`src/rtl/pio_ctrl_pkg.sv`:
```
// ---------------------------------------------------------------------------
// pio_ctrl_pkg
// Shared definitions for the button/switch PIO event sequencer:
//   - PIO register addresses (DATA, MASK, EDGE)
//   - sequencer state encoding
//   - small decode helpers used by the sequencer's bus output logic
// No ports; imported with "import pio_ctrl_pkg::*;".
// ---------------------------------------------------------------------------
package pio_ctrl_pkg;

  localparam logic [1:0] ADDR_DATA = 2'd0;
  localparam logic [1:0] ADDR_MASK = 2'd2;
  localparam logic [1:0] ADDR_EDGE = 2'd3;

  typedef enum logic [3:0] {
    INIT,
    IDLE,
    LOAD,
    RD_CAP,
    CAP_WAIT,
    CLR,
    RD_DAT,
    DAT_WAIT,
    PUSH
  } pio_state_t;

  // States that put a cycle on the PIO bus
  function automatic logic state_uses_bus(pio_state_t s);
    return (s == INIT) || (s == LOAD) || (s == RD_CAP) || (s == CLR) || (s == RD_DAT);
  endfunction

  // States whose bus cycle is a write
  function automatic logic state_is_write(pio_state_t s);
    return (s == INIT) || (s == LOAD) || (s == CLR);
  endfunction

endpackage

```
`src/rtl/pio_evt_fifo.sv`:
```
// ---------------------------------------------------------------------------
// pio_evt_fifo
// Show-ahead FIFO for PIO events. The head entry is presented on pop_data
// whenever empty=0 (zero otherwise); a pop removes it at the clock edge.
// A push while full is accepted only if a pop happens in the same cycle.
// Ports:
//   clk, reset_n          clock, asynchronous active-low reset
//   push, push_data       write request and data
//   pop                   remove head (ignored while empty)
//   pop_data              head entry
//   full, empty           occupancy flags
// ---------------------------------------------------------------------------
module pio_evt_fifo #(
  parameter int DATA_W = 10,
  parameter int DEPTH  = 4
) (
  input  logic              clk,
  input  logic              reset_n,
  input  logic              push,
  input  logic [DATA_W-1:0] push_data,
  input  logic              pop,
  output logic [DATA_W-1:0] pop_data,
  output logic              full,
  output logic              empty
);

  localparam int AW = (DEPTH > 1) ? $clog2(DEPTH) : 1;

  logic [DATA_W-1:0] mem [DEPTH];
  logic [AW-1:0]     wr_ptr;
  logic [AW-1:0]     rd_ptr;
  logic [AW:0]       count;
  logic              do_push;
  logic              do_pop;

  assign empty    = (count == '0);
  assign full     = (count == (AW+1)'(DEPTH));
  assign do_pop   = pop & ~empty;
  // A pop in the same cycle frees the slot the push needs
  assign do_push  = push & (~full | do_pop);
  assign pop_data = empty ? '0 : mem[rd_ptr];

  // Pointers wrap naturally because DEPTH is a power of two
  always_ff @(posedge clk or negedge reset_n) begin
    if (!reset_n) begin
      wr_ptr <= '0;
      rd_ptr <= '0;
      count  <= '0;
    end else begin
      if (do_push) wr_ptr <= wr_ptr + AW'(1);
      if (do_pop)  rd_ptr <= rd_ptr + AW'(1);
      case ({do_push, do_pop})
        2'b10:   count <= count + (AW+1)'(1);
        2'b01:   count <= count - (AW+1)'(1);
        default: count <= count;
      endcase
    end
  end

  // Storage needs no reset; the empty flag masks stale contents
  always_ff @(posedge clk) begin
    if (do_push) mem[wr_ptr] <= push_data;
  end

endmodule

```
`src/rtl/pio_event_sequencer.sv`:
```
// ---------------------------------------------------------------------------
// pio_event_sequencer
// Avalon-MM master that owns the button/switch PIO register port. Writes the
// irq mask after reset and on request; on each PIO interrupt reads EDGE,
// clears it, reads DATA and queues one {capture, level} event.
// Ports:
//   clk, reset_n                 clock, asynchronous active-low reset
//   pio_address/chipselect/
//   pio_write_n/pio_writedata    registered PIO bus outputs
//   pio_readdata, pio_irq        PIO read data (1-cycle latency), interrupt
//   cfg_mask, cfg_mask_load      new mask value and its load pulse
//   evt_valid/ready/capture/level show-ahead event stream
//   overflow, overflow_clr       sticky drop flag and its clear
//   busy                         sequencer not idle
// ---------------------------------------------------------------------------
module pio_event_sequencer #(
  parameter int               WIDTH      = 5,
  parameter int               FIFO_DEPTH = 4,
  parameter logic [WIDTH-1:0] MASK_INIT  = 5'h1F
) (
  input  logic             clk,
  input  logic             reset_n,
  output logic [1:0]       pio_address,
  output logic             pio_chipselect,
  output logic             pio_write_n,
  output logic [31:0]      pio_writedata,
  input  logic [31:0]      pio_readdata,
  input  logic             pio_irq,
  input  logic [WIDTH-1:0] cfg_mask,
  input  logic             cfg_mask_load,
  output logic             evt_valid,
  input  logic             evt_ready,
  output logic [WIDTH-1:0] evt_capture,
  output logic [WIDTH-1:0] evt_level,
  output logic             overflow,
  input  logic             overflow_clr,
  output logic             busy
);

  import pio_ctrl_pkg::*;

  pio_state_t       state;
  pio_state_t       state_next;
  logic [WIDTH-1:0] cap;
  logic [WIDTH-1:0] level;
  logic [WIDTH-1:0] mask_latch;
  logic             mask_pending;
  logic [WIDTH-1:0] rd_bits;
  logic             unused_readdata_bits;

  logic             cs_next;
  logic             write_n_next;
  logic [1:0]       addr_next;
  logic [31:0]      wdata_next;

  logic             fifo_push;
  logic             fifo_pop;
  logic             fifo_full;
  logic             fifo_empty;
  logic [2*WIDTH-1:0] fifo_head;

  assign rd_bits              = pio_readdata[WIDTH-1:0];
  assign unused_readdata_bits = ^pio_readdata[31:WIDTH];

  // Next-state logic. INIT holds for one extra cycle so that its mask write
  // is actually presented on the bus: it leaves only once chipselect is up.
  always_comb begin
    state_next = state;
    case (state)
      INIT:     if (pio_chipselect) state_next = IDLE;
      IDLE: begin
        if (mask_pending)  state_next = LOAD;
        else if (pio_irq)  state_next = RD_CAP;
      end
      LOAD:     state_next = IDLE;
      RD_CAP:   state_next = CAP_WAIT;
      CAP_WAIT: state_next = (rd_bits == '0) ? IDLE : CLR;
      CLR:      state_next = RD_DAT;
      RD_DAT:   state_next = DAT_WAIT;
      DAT_WAIT: state_next = PUSH;
      PUSH:     state_next = IDLE;
      default:  state_next = INIT;
    endcase
  end

  // Bus cycle for the state about to be entered, so the registered outputs
  // line up with the state register. CLR is only reached from CAP_WAIT, so
  // the live read data is exactly the value cap is latching in that cycle.
  always_comb begin
    cs_next      = state_uses_bus(state_next);
    write_n_next = ~state_is_write(state_next);
    addr_next    = ADDR_DATA;
    wdata_next   = '0;
    case (state_next)
      INIT: begin
        addr_next               = ADDR_MASK;
        wdata_next[WIDTH-1:0]   = MASK_INIT;
      end
      LOAD: begin
        addr_next               = ADDR_MASK;
        wdata_next[WIDTH-1:0]   = mask_latch;
      end
      RD_CAP:  addr_next = ADDR_EDGE;
      CLR: begin
        addr_next               = ADDR_EDGE;
        wdata_next[WIDTH-1:0]   = rd_bits;
      end
      RD_DAT:  addr_next = ADDR_DATA;
      default: ;
    endcase
  end

  // Sequencer state, registered bus outputs and captured data. A fresh
  // cfg_mask_load beats the clear in LOAD so a late request is not lost.
  // Overflow set beats overflow_clr.
  always_ff @(posedge clk or negedge reset_n) begin
    if (!reset_n) begin
      state          <= INIT;
      pio_chipselect <= 1'b0;
      pio_write_n    <= 1'b1;
      pio_address    <= ADDR_DATA;
      pio_writedata  <= '0;
      busy           <= 1'b1;
      cap            <= '0;
      level          <= '0;
      mask_latch     <= MASK_INIT;
      mask_pending   <= 1'b0;
      overflow       <= 1'b0;
    end else begin
      state          <= state_next;
      pio_chipselect <= cs_next;
      pio_write_n    <= write_n_next;
      pio_address    <= addr_next;
      pio_writedata  <= wdata_next;
      busy           <= (state_next != IDLE);

      if (cfg_mask_load) begin
        mask_latch   <= cfg_mask;
        mask_pending <= 1'b1;
      end else if (state == LOAD) begin
        mask_pending <= 1'b0;
      end

      if (state == CAP_WAIT) cap   <= rd_bits;
      if (state == DAT_WAIT) level <= rd_bits;

      if ((state == PUSH) && fifo_full && !evt_ready) overflow <= 1'b1;
      else if (overflow_clr)                          overflow <= 1'b0;
    end
  end

  assign fifo_push   = (state == PUSH);
  assign fifo_pop    = evt_valid & evt_ready;
  assign evt_valid   = ~fifo_empty;
  assign evt_capture = fifo_head[2*WIDTH-1:WIDTH];
  assign evt_level   = fifo_head[WIDTH-1:0];

  pio_evt_fifo #(
    .DATA_W (2*WIDTH),
    .DEPTH  (FIFO_DEPTH)
  ) u_fifo (
    .clk       (clk),
    .reset_n   (reset_n),
    .push      (fifo_push),
    .push_data ({cap, level}),
    .pop       (fifo_pop),
    .pop_data  (fifo_head),
    .full      (fifo_full),
    .empty     (fifo_empty)
  );

endmodule

```
`config.mk`:
```
export PLATFORM = sky130hd
export DESIGN_NAME = pio_event_sequencer
export DESIGN_NICKNAME = d
export VERILOG_FILES = /design/src/rtl/pio_ctrl_pkg.sv /design/src/rtl/pio_evt_fifo.sv /design/src/rtl/pio_event_sequencer.sv
export SDC_FILE = /design/constraint.sdc
export NUM_CORES = 1
export LEC_CHECK = 0
export CAP_MARGIN = 20
export CELL_PAD_IN_SITES_DETAIL_PLACEMENT = 0
export CELL_PAD_IN_SITES_GLOBAL_PLACEMENT = 1
export CORE_MARGIN = 10
export CORE_UTILIZATION = 39
export CTS_BUF_LIST = sky130_fd_sc_hd__clkbuf_16
export DETAILED_ROUTE_END_ITERATION = 8
export HOLD_SLACK_MARGIN = 0.15
export PLACE_DENSITY = 0.87
export SETUP_SLACK_MARGIN = 0.2
export SLEW_MARGIN = 20
export SYNTH_ARGS = -nofsm -noshare
export SYNTH_HDL_FRONTEND = slang
export SYNTH_SLANG_ARGS = --single-unit
```
`constraint.sdc`:
```
create_clock -name clk -period 2.7 [get_ports clk]
set_input_delay 0.81 -clock clk [delete_from_list [all_inputs] [get_ports clk]]
set_output_delay 0.81 -clock clk [all_outputs]
set_load 0.05 [all_outputs]
```
Yosys cells after proc, flatten, opt, wreduce, memory -nomap -nowiden
Memory sizes are Yosys's and may differ from the RTL's.
Cells that the tools add are included.
- memory bits (writable): 40
- memories kept: 1
- register bits after elaboration: 38
- output and inout port bits: 49
- input bits: 43
- word-level logic and storage cells: 75
- bitwise operators: 7
- reduce and logical (&&, ||, !) cells: 18
- $add $sub $neg: 4
- equal/unequal tests: 16
- multiplexer cells: 15
- memories (memory ; words ; width ; read ports ; clocked after Yosys merged registers in ; wr ports ; RTL line ; source):
    u_fifo.mem ; 4 ; 10 ; 1 ; 0 ; 1 ; pio_evt_fifo.sv:29 ; logic [DATA_W-1:0] mem [DEPTH];
- operators by type and width (cell ; count):
    4-bit case mux with 8 select lines ; 1
    4-bit by 3-bit equality test with 1-bit output (second input constant) ; 6
    4-bit by 2-bit equality test with 1-bit output (second input constant) ; 4
    5-bit case mux with 3 select lines ; 1
    4-bit 2-to-1 mux ; 3
    10-bit 2-to-1 mux ; 1
    4-bit logical NOT ; 2
    1-bit 2-to-1 mux ; 6
    3-bit case mux with 2 select lines ; 1
    2-bit nonzero test ; 3
    2-bit OR reduction ; 3
    5-bit logical NOT ; 1
    1-bit logical OR ; 5
    2-bit by 1-bit adder with 2-bit output (second input constant) ; 2
    4-bit by 1-bit equality test with 1-bit output (second input constant) ; 1
    4-bit equality test (second input constant) ; 1
    4-bit by 1-bit != test with 1-bit output (second input constant) ; 1
    2-bit case mux with 2 select lines ; 1
    3-bit by 1-bit adder with 3-bit output (second input constant) ; 1
    1-bit bitwise AND ; 3
    3-bit equality test (second input constant) ; 1
    3-bit logical NOT ; 1
    3-bit 2-to-1 mux ; 1
    1-bit NOT ; 3
    other kinds (6) ; 7

Logic depth before layout (Yosys ltp)
Gate-level depths: netlist (run 1).
- depth after elaboration: 8
- gate-level depth with buffers: 10
- depth with buffers taken out: 10

Cells and area by module
Synthesis (run 1) repeated with hierarchy kept, for this count alone.
- cell total of the unflattened synthesis: 251
- area total of the unflattened synthesis: 3552.2 µm²
- by module, submodules not included (module ; area an instance (µm²) ; cells each ; seq. area each (µm²) ; times used):
    pio_evt_fifo ; 1943.1 ; 102 ; 1376.3 ; 1
    pio_event_sequencer ; 1609.0 ; 149 ; 784.5 ; 1

Worst setup path after synthesis (run 1)
No wires, ideal clock.
- path type: register to output
- start: register u_fifo.count[2]
- end: output evt_capture[0]
- required time: 1.890 ns
- slack: 0.320 ns
- arrival: 1.570 ns
- path buffers: 1
- stages on the path, launching flop included: 4
- path through: dfrtp_1 > or3_1 > clkbuf_1 > and2_1
- word-level cells in the longest chain between the ends: 2
- RTL lines (element ; RTL line ; source):
    start: declaration ; pio_evt_fifo.sv:32 ; logic [AW:0] count;
    start signal: assignment ; pio_evt_fifo.sv:53 ; 2'b10: count <= count + (AW+1)'(1);
    start signal: assignment ; pio_evt_fifo.sv:54 ; 2'b01: count <= count - (AW+1)'(1);
    start signal: assignment ; pio_evt_fifo.sv:55 ; default: count <= count;
    3-bit logical NOT ; pio_evt_fifo.sv:36 ; assign empty = (count == '0);
    10-bit 2-to-1 mux ; pio_evt_fifo.sv:41 ; assign pop_data = empty ? '0 : mem[rd_ptr];
    end: declaration ; pio_event_sequencer.sv:33 ; output logic [WIDTH-1:0] evt_capture,
No other way between the ends.

Worst setup path after layout (run 1)
- start: register u_fifo.rd_ptr[0]
- end: output evt_level[0]
- word-level cells in the longest chain between the ends: 2
- RTL lines (element ; RTL line ; source):
    start: declaration ; pio_evt_fifo.sv:31 ; logic [AW-1:0] rd_ptr;
    start signal: assignment ; pio_evt_fifo.sv:51 ; if (do_pop) rd_ptr <= rd_ptr + AW'(1);
    memory 4 x 10 bit ; - ;
    10-bit 2-to-1 mux ; pio_evt_fifo.sv:41 ;
    end: declaration ; pio_event_sequencer.sv:34 ; output logic [WIDTH-1:0] evt_level,
No other way between the ends.

==> results of run 1 <==
-- per-layer routing --
metal	track usage (%)	vias up	routed length, um
met1	11.4	941	2530
met5	0	-	0
met3	5.20	11	634
li1	-	888	-
met4	4.76	0	126
met2	15.5	66	2910
-- Yosys cell counts (all sizes together) --
cell,number
clkbuf,3
or3,3
edfxtp,40
nand2,22
nor2,5
nor3,1
o21a,1
nand3,1
or2,2
dfrtp,31
inv,9
or3b,2
o221a,1
nand4b,1
or4,1
nand3b,1
o22ai,2
a311oi,1
a21oi,2
mux2,12
o31ai,1
nor4b,1
a31oi,1
and2,15
mux2i,1
fa,1
conb,1
a21o,2
o21bai,1
nor2b,1
nand2b,2
mux4,10
xor2,3
dfstp,7
ha,5
o32a,1
o21ai,8
xnor2,3
buf,32
-- cell type report --
cell class                 instances  share of cell area (%)
inverter                           9                   0.794
timing repair buffer              48                    11.9
sequential                        78                    50.9
multi-input combinational        141                    25.9
clock buffer                       9                    5.30
clock inverter                     7                    2.09
tap                              108                    3.18
-- timing repair --
action	CTS	global route
pin swaps	4	1
setup endpoints to repair	10	10
gates cloned	1	0
hold buffers	0	0
gates resized for setup	25	4
setup buffers	2	0
-- metrics by stage --
step	cell area (um2)	cells
5_1_grt	4250	400
3_3_place_gp	3810	381
6_report	4250	400
4_1_cts	4250	400
2_1_floorplan	3530	263
3_5_place_dp	3810	381
-- report_power, final --
group          internal (W)  switching, W
clock              0.000803      0.000438
combinational      0.000987       0.00129
sequential          0.00161      0.000287
-- flip-flops by register name (all words and copies together), names as in the netlist, 2 cells and up --
register / cells
u_fifo.mem: 40
pio_address: 2
state: 4
cap: 5
u_fifo.wr_ptr: 2
u_fifo.count: 3
pio_writedata: 5
u_fifo.rd_ptr: 2
mask_latch: 5
level: 5
-- how the worst max path moves through the flow --
stage,startpoint,endpoint,cells past startpoint
2_1_floorplan,u_fifo.count[2],evt_capture[0],3
3_3_place_gp,evt_ready,u_fifo.count[2],10
3_5_place_dp,evt_ready,u_fifo.count[2],10
4_1_cts,u_fifo.rd_ptr[0],evt_level[0],4
5_1_grt,u_fifo.rd_ptr[0],evt_level[0],4
6_report,u_fifo.rd_ptr[0],evt_level[0],4
-- cell families (layout without fill, tap and decap cells) --
group	after synthesis	after routing	synth area share, %
other	1	27	0.109
and+or+nand+nor	58	58	9.81
buffers and inverters	44	73	8.39
xor gates and xnor gates	6	6	1.53
adders and majority gates	6	6	2.41
muxes	23	23	10.8
DFF	78	78	63.0
AOI/OAI and AO/OA	21	21	3.98
==> flow_summary.yaml, run 1 <==
floorplanning:
  core_region_area_um2: 8640
  initial_core_util_pct: 39.7
  dieArea_um2: 12900
  dieWidth_um: 114
  fp.dieH_um: 114
  rows: 34
  ioPinCount: 92
logic_synthesis:
  synth_area_leaders: "edfxtp_1 (35%), dfrtp_1 (23%), mux4_2 (6.6%)"
  ys_warn_count: 0
  yosysTopAreaCell: "edfxtp_1"
  syn_area_per_cell_um2: 14.5
  yosysSeqAreaShare_pct: 63.0
  synthCells: 237
  synth_top_cell_area_share_pct: 35.0
  mappedNetlistArea_um2: 3430
  ys_types: 44
  synth-seq-cells: 78
setup_path:
  cpMaxStageDelayCell: "mux4_2"
  cp_max_fo: 6
  reg2reg_from: "state[1]"
  r2r_end: "u_fifo.count[2]"
  reg2reg_depth: 10
  critPathRequiredTime_ns: 1.89
  crit_path_max_incr_delay_ns: 0.52
  worst-path-buf-inv: 2
  cp-start-kind: "flop"
  end_kind: "output pin"
  crit_type: "flop to output pin"
  regToRegSetupSlack_ns: 0.63
  path_cells: "buf_12 -> mux4_2 -> and2_4 -> buf_8"
  cpLargestDelayFamily: "multiplexers"
  arrival_ns: 1.71
power_and_ir_drop:
  irDropWorstVdd_mv: 0.677
  total_power_w: 0.00541
  powerDensity_nw_per_um2: 1270
  p_leak_nw: 1.72
clocking:
  cts_sinks: 78
  clock_path_buffers: 2
  h-tree-depth: 3
  root_buffer: "clkbuf_16"
  clk_pin_slew_ns: 0.05
  tritoncts: "built"
  cts_buffers: 9
  clock_latency_ns: 0.33
sta:
  max_freq_ghz: 0.397
  finalHoldWorstSlack_ns: 0.503
  relSlewSlack_pct: 46.0
  clock_skew_ns: 0.00478
  rsz0062_at_grt: "yes"
  tightest_slew_ns: 0.810
  final.min_clock_period_ns: 2.52
  hold_viol: 0
  setup_viol: 0
  setup_slack_ns: 0.184
  finalSetupTns_ns: 0
  period_share_pct: 93.2
  slew_violations: 0
grt:
  grt_pass1_wl_um: 10300
  grtUsageTotal_pct: 10.1
  grt_overflow_total: 0
  antenna_found_initial: 0
  grt_max_degree: 39
  grt_pass1_vias: 1987
finish:
  num_antenna_cells: 0
  syn_to_final_growth_pct: 24.0
  layout-drive-gt1-share_pct: 28.4
  n_fill_cell: 740
  multi_input_area_um2: 1100
  finalNetCount: 336
  final_core_util_pct: 49.2
  most-common-layout-cells: "edfxtp_1 (40), dfrtp_1 (29), conb_1 (27)"
  final_common_cell: "edfxtp_1"
  ff_latch_area_um2: 2160
min_path:
  min_from: "u_fifo.count[0]"
  hold_depth: 1
  min_to: "u_fifo.count[0]"
  hold_path.class: "flop to flop"
route:
  routed_wl_um: 6200
  wl_per_cell_um: 15.5
  drtPass1Iterations: 4
  num_vias: 1906
  drc_errors: 0
  drt_iter0_markers: 72
  drtAntennaViolNets: 0
  vias_per_cell: 4.77
placement:
  dp_hpwl_um: 4400
  gp_congestion: 0.830
  io_buffer_count: 37
  post-place-ws_ns: -0.0333
run:
  cap_viol_max_count: 0
outcome:
  status: "completed"
Note: power is estimated with default switching activity, not from simulation.
==> run 2, diff against run 1 <==
--- a/config.mk
+++ b/config.mk
@@ -9,11 +9,11 @@
 export CELL_PAD_IN_SITES_DETAIL_PLACEMENT = 0
 export CELL_PAD_IN_SITES_GLOBAL_PLACEMENT = 1
 export CORE_MARGIN = 10
-export CORE_UTILIZATION = 39
-export CTS_BUF_LIST = sky130_fd_sc_hd__clkbuf_16
+export CORE_UTILIZATION = 40
+export CTS_BUF_LIST = sky130_fd_sc_hd__clkbuf_4
 export DETAILED_ROUTE_END_ITERATION = 8
 export HOLD_SLACK_MARGIN = 0.15
-export PLACE_DENSITY = 0.87
+export PLACE_DENSITY = 0.89
 export SETUP_SLACK_MARGIN = 0.2
 export SLEW_MARGIN = 20
 export SYNTH_ARGS = -nofsm -noshare
==> run 2 against run 1 <==
Sequential share of layout area up 2.4 points. Clock skew up 0.0068 ns. Combinational power about the same. Clock power down 50%. Core utilization down 0.37 points. First-iteration DRC count down 1.4%. Count of clock-buffer cells in the layout unchanged. Register-to-register slack about the same. Cell area down 4.6%. Largest power group unchanged.
==> flow_summary.yaml, run 2 (same netlist as run 1, synthesis figures left out) <==
outcome:
  status: "completed"
finish:
  regMostFlops: "u_fifo.mem"
  ff_latch_area_um2: 2160
  finalNetCount: 336
  n_fill_cell: 721
  final_core_util_pct: 48.9
  largest_register_ffs: 40
  fin_cells: 397
  num_antenna_cells: 0
  layout-drive-gt1-share_pct: 30.1
  most-common-layout-cells: "edfxtp_1 (40), dfrtp_1 (30), conb_1 (27)"
  final_common_cell: "edfxtp_1"
  syn_to_final_growth_pct: 18.2
  multi_input_area_um2: 1110
setup_path:
  critPathRequiredTime_ns: 1.89
  end_kind: "output pin"
  crit_type: "flop to output pin"
  arrival_ns: 1.83
  cp-start-kind: "flop"
  cp_max_fo: 6
power_and_ir_drop:
  seq_power_share_pct: 39.3
  p_switching_w: 0.00199
  clkPwrFrac_pct: 13.0
  pwr-share-comb_pct: 47.7
  p_leak_nw: 1.64
  p_sw_share_pct: 41.5
  powerDensity_nw_per_um2: 1180
  irDropWorstVdd_mv: 0.650
  total_power_w: 0.00478
  p_int_w: 0.00280
floorplanning:
  dieArea_um2: 12700
  initial_core_util_pct: 41.3
  rows: 33
  dieWidth_um: 113
  fp.dieH_um: 113
  core_region_area_um2: 8300
  ioPinCount: 92
sta:
  period_share_pct: 97.9
  finalHoldWorstSlack_ns: 0.467
  slew_violations: 0
  final.min_clock_period_ns: 2.64
  setup_slack_ns: 0.0563
  setup_viol: 0
  tightest_slew_ns: 0.844
  clock_skew_ns: 0.0116
  hold_viol: 0
  relSlewSlack_pct: 43.7
  rsz0062_at_grt: "yes"
  max_freq_ghz: 0.378
clocking:
  tritoncts: "built"
  root_buffer: "clkbuf_4"
  cts_buffers: 9
  cts_sinks: 78
  cts-hold-fix-buffers: 0
  h-tree-depth: 3
  clock_path_buffers: 2
  clk_pin_slew_ns: 0.13
  clock_latency_ns: 0.43
route:
  routed_wl_um: 6110
  num_vias: 1872
  wl_per_cell_um: 15.4
  drc_errors: 0
  vias_per_cell: 4.72
  drtAntennaViolNets: 0
  drt_iter0_markers: 71
  drtPass1Iterations: 4
placement:
  io_buffer_count: 37
  post-place-ws_ns: -0.0279
  dp_hpwl_um: 4410
  place_inst: 378
  gp_congestion: 0.817
grt:
  grtUsageTotal_pct: 9.82
  grt_pass1_vias: 1980
  grt_pass1_wl_um: 9980
  grt_overflow_total: 0
  grt_max_degree: 39
  antenna_found_initial: 0
run:
  cap_viol_max_count: 0
min_path:
  hold_path.class: "input pin to asynchronous set/reset pin"
run 2: changes by cell type in the layout (fill, tap and decap cells not counted), sizes merged:
cell	delta
bufinv	-2
clkdlybuf4s50	-2
dlygate4sd2	+2
buf	+1
clkbuf	-1
clkinv	+1
inv	+1
run 2: final cells by class:
cell class	count	share of cell area (%)
Clock buffer	9	1.67
Clock inverter	7	1.39
Inverter	9	0.833
Multi-Input combinational cell	141	27.4
Sequential cell	78	53.3
Tap cell	105	3.24
Timing Repair Buffer	48	12.2
run 2: through the flow:
stage               cell area (um2)  setup TNS, ns
floorplan                      3530              0
global placement               3820              0
detailed placement             3820        -0.0279
CTS                            4050              0
global route                   4060         -0.190
finish                         4060              0
run 2: path summary, 6_finish.rpt:
kind	slack, ns	startpoint	cells past startpoint	end
worst max-delay path	0.06	u_fifo.rd_ptr[0]	5	evt_level[0]
worst min-delay path	0.47	reset_n	1	state[1]
worst max register to register	0.62	state[1]	10	u_fifo.count[2]
worst min register to register	0.51	u_fifo.count[0]	1	u_fifo.count[0]
max in group asynchronous	1.65	reset_n	1	u_fifo.rd_ptr[1]
min in group clk	0.51	u_fifo.count[0]	1	u_fifo.count[0]
run 2: metal layers:
metal | wire, um | GRT usage [%] | up-vias
met5 | 0 | 0 | -
met4 | 105 | 4.31 | 0
met3 | 585 | 5.06 | 10
met2 | 2820 | 15.1 | 62
met1 | 2590 | 11.2 | 913
li1 | - | - | 887
run 2: power groups by stage:
stage / sequential (W) / combinational (W) / clock (W)
finish: 0.00188 / 0.00228 / 0.000622
global placement: 0.00188 / 0.00203 / 0
detailed placement: 0.00190 / 0.00205 / 0
global route: 0.00193 / 0.00244 / 0.000700
floorplan: 0.00201 / 0.00138 / 0
CTS: 0.00188 / 0.00230 / 0.000645
run 2: timing repair:
action / CTS / global route
gates cloned: 1 / 0
gates resized for setup: 25 / 2
pin swaps: 1 / 1
setup endpoints to repair: 13 / 10
buffers inserted: 2 / 0
run 2: worst max-delay path, stage by stage, from the launching register on:
cell,delay [ns]
dfrtp_1,0.36
buf_4,0.12
buf_12,0.12
mux4_2,0.52
and2_4,0.16
buf_8,0.14
==> run 3, diff against run 2 <==
--- a/config.mk
+++ b/config.mk
@@ -8,7 +8,7 @@
 export CAP_MARGIN = 20
 export CELL_PAD_IN_SITES_DETAIL_PLACEMENT = 0
 export CELL_PAD_IN_SITES_GLOBAL_PLACEMENT = 1
-export CORE_MARGIN = 10
+export CORE_MARGIN = 2
 export CORE_UTILIZATION = 40
 export CTS_BUF_LIST = sky130_fd_sc_hd__clkbuf_4
 export DETAILED_ROUTE_END_ITERATION = 8
==> run 3 against run 2 <==
Sequential share of layout area is 0.068 points lower. Total power grew 0.81%. Non-clock buffer count did not move. Core utilization rose by 0.34 points. Highest routed layer unchanged. Sequential cell count is the same. Critical endpoint unchanged. Worst hold slack gained 0.019 ns. Count of clock-buffer cells in the layout unchanged. First-iteration DRC count decreased by 2.8%. Clock skew shrank 0.0025 ns.
==> flow_summary.yaml, run 3 (same netlist as run 1, synthesis figures left out) <==
outcome:
  status: "completed"
sta:
  slew_violations: 0
  rsz0062_at_grt: "yes"
  tightest_slew_ns: 0.833
  finalHoldWorstSlack_ns: 0.486
  hold_viol: 0
  clock_skew_ns: 0.00907
  finalSetupTns_ns: 0
  relSlewSlack_pct: 44.5
  max_freq_ghz: 0.384
  period_share_pct: 96.5
  setup_viol: 0
  final.min_clock_period_ns: 2.61
power_and_ir_drop:
  p_leak_nw: 1.63
  p_switching_w: 0.00195
  seq_power_share_pct: 39.2
  total_power_w: 0.00482
  irDropWorstVdd_mv: 0.623
  powerDensity_nw_per_um2: 1190
  p_int_w: 0.00287
  clkPwrFrac_pct: 13.8
  pwr-share-comb_pct: 47.0
  p_sw_share_pct: 40.4
floorplanning:
  core_region_area_um2: 8260
  dieWidth_um: 96.6
  initial_core_util_pct: 41.5
  fp.dieH_um: 96.6
  rows: 33
  ioPinCount: 92
  dieArea_um2: 9330
finish:
  final_common_cell: "edfxtp_1"
  most-common-layout-cells: "edfxtp_1 (40), dfrtp_1 (29), conb_1 (27)"
  num_antenna_cells: 0
  regMostFlops: "u_fifo.mem"
  finalNetCount: 336
  fin_cells: 397
  layout-drive-gt1-share_pct: 29.8
  largest_register_ffs: 40
  syn_to_final_growth_pct: 18.5
clocking:
  root_buffer: "clkbuf_4"
  cts_buffers: 9
  clock_path_buffers: 2
  cts-hold-fix-buffers: 0
  tritoncts: "built"
  clk_pin_slew_ns: 0.12
  cts_sinks: 78
  clock_latency_ns: 0.41
  h-tree-depth: 3
setup_path:
  end_kind: "output pin"
  cp_max_fo: 4
  reg2reg_depth: 8
  arrival_ns: 1.80
  crit_type: "flop to output pin"
  critPathRequiredTime_ns: 1.89
  cp-start-kind: "flop"
grt:
  antenna_found_initial: 0
  grt_pass1_wl_um: 8910
  grt_pass1_vias: 1797
  grt_max_degree: 39
  grt_overflow_total: 0
  grtUsageTotal_pct: 12.1
route:
  drtPass1Iterations: 4
  drt_iter0_markers: 69
  wl_per_cell_um: 13.9
  vias_per_cell: 4.68
  num_vias: 1858
  drc_errors: 0
  drtAntennaViolNets: 0
  routed_wl_um: 5520
placement:
  place_inst: 379
  dp_hpwl_um: 3900
  io_buffer_count: 37
  gp_congestion: 0.882
min_path:
  hold_path.class: "input pin to asynchronous set/reset pin"
run:
  cap_viol_max_count: 0
==> run 3: cell types whose count changed in the layout (fill, tap and decap cells not counted), sizes merged <==
cell	before	now
bufinv	0	1
clkinvlp	1	3
inv	12	9
==> run 3: what timing repair did <==
item,4_1_cts,5_1_grt
setup buffers,1,1
pin swaps,7,0
setup endpoints to repair,13,10
resized for setup,35,0
==> run 3: power groups by stage <==
stage	clock network [W]	logic, W	registers [W]
floorplan	0	0.00138	0.00201
global placement	0	0.00199	0.00189
detailed placement	0	0.00202	0.00191
CTS	0.000680	0.00228	0.00189
global route	0.000714	0.00243	0.00194
finish	0.000665	0.00227	0.00189
==> run 3: path summary, 6_finish.rpt <==
kind | from | end | slack, ns
setup reg to reg | u_fifo.count[2] | u_fifo.count[2] | 0.65
min in group clk | u_fifo.count[2] | u_fifo.count[2] | 0.53
max in group asynchronous | reset_n | u_fifo.rd_ptr[0] | 1.64
hold / removal | reset_n | mask_pending | 0.49
setup / recovery | u_fifo.rd_ptr[0] | evt_level[0] | 0.09
hold reg to reg | u_fifo.count[2] | u_fifo.count[2] | 0.53
==> run 3: stage by stage <==
| stage | worst slack, ns | util (%) | instance area, um2 |
|---|---|---|---|
| global route | 0.0289 | 49.2 | 4060 |
| detailed placement | -0.0231 | 46.2 | 3810 |
| global placement | 0.00604 | 46.2 | 3810 |
| floorplan | 0.320 | - | 3530 |
| CTS | 0.0565 | 49.1 | 4060 |
| finish | 0.0944 | 49.2 | 4060 |
==> run 3: per-layer routing <==
metal | share of wire (%) | wire (um) | global-route usage (%) | up-vias
met5 | 0 | 0 | 0 | -
met4 | 2.4 | 131 | 7.15 | 0
met3 | 4.3 | 236 | 2.31 | 11
met2 | 48 | 2660 | 19.2 | 62
met1 | 45 | 2500 | 15.5 | 898
li1 | - | - | - | 887
==> run 3: critical path, stage by stage (launching register included) <==
cell,delay [ns]
dfrtp_2,0.43
buf_6,0.14
mux4_2,0.51
and2_4,0.16
buf_8,0.14
==> run 3: cell type report <==
cell class              instances  area, um2
repair buffers                 48        493
flip-flops and latches         78       2160
inverters                       9       33.8
clock inverters                 7       65.1
well taps                     105        131
clock buffers                   9       67.6
fillers                       730       4190
multi-input cells             141       1110
